$ cat config.mk
export PLATFORM = sky130hd
export DESIGN_NAME = hazard_control_unit
export DESIGN_NICKNAME = d
export VERILOG_FILES = /design/src/rtl/hazard_control_unit.sv
export SDC_FILE = /design/constraint.sdc
export NUM_CORES = 1
export LEC_CHECK = 0
export CORE_UTILIZATION = 49
export CTS_BUF_LIST = sky130_fd_sc_hd__clkbuf_4
export CTS_CLUSTER_DIAMETER = 30
export CTS_CLUSTER_SIZE = 12
export DETAILED_ROUTE_END_ITERATION = 8
export HOLD_SLACK_MARGIN = 0.02
export PLACE_DENSITY = 0.82
export SKIP_LAST_GASP = 1
export SYNTH_ARGS = -nofsm -noshare
export SYNTH_HDL_FRONTEND = slang
export SYNTH_SLANG_ARGS = --single-unit
$ cat constraint.sdc
create_clock -name Clk -period 3 [get_ports Clk]
set_input_delay 0.6 -clock Clk [delete_from_list [all_inputs] [get_ports Clk]]
set_output_delay 0.6 -clock Clk [all_outputs]
set_load 0.01 [all_outputs]
$ cat src/rtl/hazard_control_unit.sv
// Load-use hazard and taken-branch controller for the 5-stage MIPS pipeline.
// Drives PC/IF-ID write enables, ID/EX bubble mux and IF/ID flush, with saturating activity counters.
module hazard_control_unit #(
    parameter int unsigned REG_W        = 5,
    parameter int unsigned LOAD_STALL   = 1,
    parameter int unsigned FLUSH_CYCLES = 1,
    parameter int unsigned CNT_W        = 16
) (
    input  logic             Clk,
    input  logic             Reset,
    input  logic [REG_W-1:0] rs,
    input  logic [REG_W-1:0] rt,
    input  logic             UsesRs,
    input  logic             UsesRt,
    input  logic [REG_W-1:0] rtExecution,
    input  logic             MemReadExecution,
    input  logic             BranchTaken,
    input  logic             CounterClear,
    output logic             PCWrite,
    output logic             DecodeWrite,
    output logic             MuxControl,
    output logic             IFIDFlush,
    output logic             Stalling,
    output logic [CNT_W-1:0] StallCount,
    output logic [CNT_W-1:0] FlushCount
);

    localparam int unsigned REM_W = 3;
    localparam logic [REM_W-1:0] STALL_RELOAD = REM_W'(LOAD_STALL - 1);
    localparam logic [REM_W-1:0] FLUSH_RELOAD = REM_W'(FLUSH_CYCLES - 1);
    localparam logic [CNT_W-1:0] CNT_MAX      = '1;

    typedef enum logic [1:0] {
        RUN   = 2'd0,
        STALL = 2'd1,
        FLUSH = 2'd2
    } state_t;

    state_t           state;
    state_t           state_nx;
    logic [REM_W-1:0] rem;
    logic [REM_W-1:0] rem_nx;
    logic             hazard;
    logic             pc_write_c;
    logic             decode_write_c;
    logic             mux_control_c;
    logic             ifid_flush_c;
    logic             stall_inc;
    logic             flush_inc;

    // Out-of-range cycle counts cannot be represented by the 3-bit remaining counter.
    if (LOAD_STALL == 0 || LOAD_STALL > 7) begin : g_bad_load_stall
        $error("hazard_control_unit: LOAD_STALL=%0d outside 1..7", LOAD_STALL);
    end
    if (FLUSH_CYCLES == 0 || FLUSH_CYCLES > 7) begin : g_bad_flush_cycles
        $error("hazard_control_unit: FLUSH_CYCLES=%0d outside 1..7", FLUSH_CYCLES);
    end

    // Register 0 is hardwired to zero, so a load targeting it never creates a dependency.
    assign hazard = MemReadExecution && (rtExecution != '0) &&
                    ((UsesRs && (rs == rtExecution)) || (UsesRt && (rt == rtExecution)));

    always_ff @(posedge Clk or negedge Reset) begin
        if (!Reset) begin
            state <= RUN;
            rem   <= '0;
        end else begin
            state <= state_nx;
            rem   <= rem_nx;
        end
    end

    // Next state and raw controls; a taken branch wins over any stall or flush in progress.
    always_comb begin
        state_nx       = state;
        rem_nx         = rem;
        pc_write_c     = 1'b1;
        decode_write_c = 1'b1;
        mux_control_c  = 1'b0;
        ifid_flush_c   = 1'b0;
        stall_inc      = 1'b0;
        flush_inc      = 1'b0;
        if (BranchTaken) begin
            ifid_flush_c  = 1'b1;
            mux_control_c = 1'b1;
            flush_inc     = 1'b1;
            if (FLUSH_CYCLES > 1) begin
                state_nx = FLUSH;
                rem_nx   = FLUSH_RELOAD;
            end else begin
                state_nx = RUN;
                rem_nx   = '0;
            end
        end else begin
            case (state)
                RUN: begin
                    if (hazard) begin
                        pc_write_c     = 1'b0;
                        decode_write_c = 1'b0;
                        mux_control_c  = 1'b1;
                        stall_inc      = 1'b1;
                        if (LOAD_STALL > 1) begin
                            state_nx = STALL;
                            rem_nx   = STALL_RELOAD;
                        end
                    end
                end
                STALL: begin
                    pc_write_c     = 1'b0;
                    decode_write_c = 1'b0;
                    mux_control_c  = 1'b1;
                    stall_inc      = 1'b1;
                    if (rem <= REM_W'(1)) begin
                        state_nx = RUN;
                        rem_nx   = '0;
                    end else begin
                        rem_nx = rem - REM_W'(1);
                    end
                end
                FLUSH: begin
                    ifid_flush_c  = 1'b1;
                    mux_control_c = 1'b1;
                    if (rem <= REM_W'(1)) begin
                        state_nx = RUN;
                        rem_nx   = '0;
                    end else begin
                        rem_nx = rem - REM_W'(1);
                    end
                end
                default: begin
                    state_nx = RUN;
                    rem_nx   = '0;
                end
            endcase
        end
    end

    // Reset forces the free-flow controls regardless of what Decode presents.
    assign PCWrite     = !Reset || pc_write_c;
    assign DecodeWrite = !Reset || decode_write_c;
    assign MuxControl  = Reset && mux_control_c;
    assign IFIDFlush   = Reset && ifid_flush_c;
    assign Stalling    = Reset && ((state == STALL) || hazard);

    always_ff @(posedge Clk or negedge Reset) begin
        if (!Reset) begin
            StallCount <= '0;
            FlushCount <= '0;
        end else if (CounterClear) begin
            StallCount <= '0;
            FlushCount <= '0;
        end else begin
            if (stall_inc && (StallCount != CNT_MAX)) StallCount <= StallCount + CNT_W'(1);
            if (flush_inc && (FlushCount != CNT_MAX)) FlushCount <= FlushCount + CNT_W'(1);
        end
    end

endmodule

==> flow_metrics.tcl, run 1 <==
set metrics [dict create \
    setup-violations-final 0 \
    p_per_area_mw_per_mm2 321 \
    ys_types 41 \
    ys_seq_area_share_pct 39.6 \
    gr-usage-all-layers_pct 24.0 \
    worst_pin_slew_ps 802 \
    hold_viol_final 0 \
    drc 0 \
    initial_utilization_pct 53.2 \
    io_buffers 58 \
    wire_per_inst_um 14.3 \
    vias 1945 \
    final.setup.tns_ps 0 \
    cts_hold_buffers 0 \
    synthToLayoutAreaGrowth_pct 35.8 \
    worstSetupEndpointType "primary output" \
    grt_overflow 0 \
    synth.avg_cell_area_sq_um 8.91 \
    period_share_pct 96.2 \
    numCtsBuffers 5 \
    worstPathMaxFanout 3 \
    maxSlewViolCount 0 \
    routed.top_layer "met4" \
    rsz0062_at_grt "false" \
    post-dp-hpwl_mm 3.51 \
    clockBufferDepth 2 \
    worstPathRequired_ps 2400 \
    antenna_found_initial 0 \
    status "finished clean" \
    drive_gt1_share_pct 10.7 \
    fmax_mhz 346 \
    layout.nets 313 \
    grt_max_degree 33 \
    drv_cap 0 \
    die_w_um 66.2 \
    drt_iter0_markers 90 \
    wl_met1_mm 2.24 \
    slew_headroom_pct 46.4 \
    cts_max_level 2 \
    die-area_sq_mm 0.00439 \
    antenna_left 0 \
    startpoint_type "primary input" \
    vdd.ir_drop.worst_mv 0.327 \
    leakagePower_nw 1.05 \
    critPathArrivalTime_ps 2290 \
    synthCells 227 \
    reg2reg_slack_ps 760 \
    clk_latency_ps 350 \
    synth_area_sq_mm 0.00202 \
    synth_warnings 0 \
    cts_tree "yes" \
    path_clk_slew_ps 110 \
    cts.sinks 32 \
    hp-class "flop to flop" \
    fin_crit_ps 2890 \
    die_h_um 66.2 \
    synthesis.nets 251 \
    io_pins 59 \
    gp_congestion 0.838 \
    final_util_pct 72.3 \
    clock_skew_ps 7.75 \
    cts_root_buf "clkbuf_4" \
    via_per_inst 5.75 \
    wl_met3_um 275 \
    wl_met2_mm 2.25 \
    synth_seq_cells 32 \
    drtPass1Iterations 4 \
    grt_pass1_vias 1695 \
    antennaDiodeCount 0 \
    path_class "primary input to primary output" \
    fp-row-count 22 \
    routed_wl_mm 4.83 \
    grt_pass1_wl_mm 7.96 \
    core-area_sq_mm 0.00380 \
]
-- cell usage in the layout, fill, tap and decap left out, types with 5 or more instances in the layout --
cell and n:
nor4_1 5, dlygate4sd2_1 5, o21ai_0 6, nor3_1 8, xor2_1 21, dfrtp_1 32, nor2_1 30, nand3_1 12
or4_1 9, inv_1 5, a21oi_1 9, nor2b_1 6, mux2_2 6, nand4_1 12, nand2_1 12, clkdlybuf4s50_1 53
o31ai_1 6, buf_4 9, clkbuf_4 5
-- layer usage --
layer	global-route usage, %	up-vias
li1	-	948
met1	33.7	922
met2	36.0	68
met3	5.00	7
met4	9.57	0
met5	0	-
-- area by class of cell --
class                           count  area, sq um
Multi-Input combinational cell    178         1140
Clock buffer                        5         37.5
Sequential cell                    32          801
Fill cell                         332         1050
Clock inverter                      3         42.5
Timing Repair Buffer               67          642
Inverter                            5         18.8
Tap cell                           48         60.1
-- registers in the layout (all words and copies together) (netlist names) --
name and count:
FlushCount 16, StallCount 16
-- report_power, final --
part           internal (W)  switching (W)
Combinational     0.0000534      0.0000531
Clock              0.000174       0.000163
Sequential         0.000434     0.00000406
Total              0.000661       0.000220
-- synth_stat cells (all sizes together) --
master | count | area [sq um]
mux2i | 2 | 20.0
dfrtp | 32 | 801
o21ai | 7 | 38.8
o21a | 2 | 15.0
nor3 | 9 | 50.1
or2 | 2 | 12.5
ha | 2 | 25.0
nor2 | 30 | 113
nand2b | 2 | 12.5
a32oi | 1 | 8.76
nand3 | 12 | 60.1
mux2 | 7 | 78.8
nor4b | 1 | 8.76
nor4 | 6 | 43.8
o21ba | 2 | 20.0
o31ai | 6 | 45.0
buf | 4 | 28.8
o211ai | 2 | 15.0
nor2b | 6 | 37.5
or3b | 1 | 8.76
xor2 | 21 | 184
nand4b | 2 | 17.5
or4 | 9 | 67.6
inv | 5 | 18.8
xnor2 | 2 | 17.5
and3 | 2 | 12.5
and2 | 3 | 18.8
and4 | 2 | 17.5
or3 | 2 | 12.5
o2111ai | 2 | 17.5
nand4 | 12 | 75.1
nand2 | 12 | 45.0
a21oi | 9 | 45.0
clkbuf | 8 | 30.0
-- path summary, 6_finish.rpt --
kind	startpoint	end	depth (start not counted)
max reg2reg	StallCount[0]	StallCount[15]	6
min	FlushCount[14]	FlushCount[14]	2
max	rtExecution[1]	MuxControl	6
max in group asynchronous	Reset	FlushCount[1]	2
min reg2reg	FlushCount[14]	FlushCount[14]	2
min in group asynchronous	Reset	FlushCount[5]	2
-- through the flow --
| stage | setup slack, ps | total power, W | cell area (sq um) | instances | hold WS, ps |
|---|---|---|---|---|---|
| global route | 16.4 | 0.000916 | 2750 | 338 | 622 |
| floorplan | 381 | 0.000490 | 2020 | 227 | 304 |
| detailed placement | -181 | 0.000555 | 2660 | 329 | 547 |
| CTS | 98.5 | 0.000890 | 2750 | 338 | 577 |
| global placement | -102 | 0.000553 | 2660 | 329 | 542 |
| finish | 113 | 0.000881 | 2750 | 338 | 572 |
-- what timing repair did --
item                       4_1_cts  5_1_grt
buffers inserted                 1        0
setup endpoints to repair        4        0
gates resized for setup          5        0
-- critical path, stage by stage --
cell	delay, ps
clkdlybuf4s50_1	460
or4_1	560
o21ai_2	140
nor2_1	80
o21a_1	170
dlygate4sd2_1	270
-- kinds of logic after synthesis --
family                   synth area share (%)
AO/OA/AOI/OAI                            10.1
flip-flops                               39.6
buffers and inverters                    3.84
AND/OR/NAND/NOR                          30.3
adder cells (fa/ha/maj)                  1.24
XOR/XNOR                                 9.96
multiplexers                             4.89
Power figures use the tool's default switching activity.
==> inputs of run 2 (changes only) <==
Settings changed: GPL_ROUTABILITY_DRIVEN set to 1.
==> results of run 2 <==
Same layout as run 1: the final DEF is identical, and so are final timing and power.
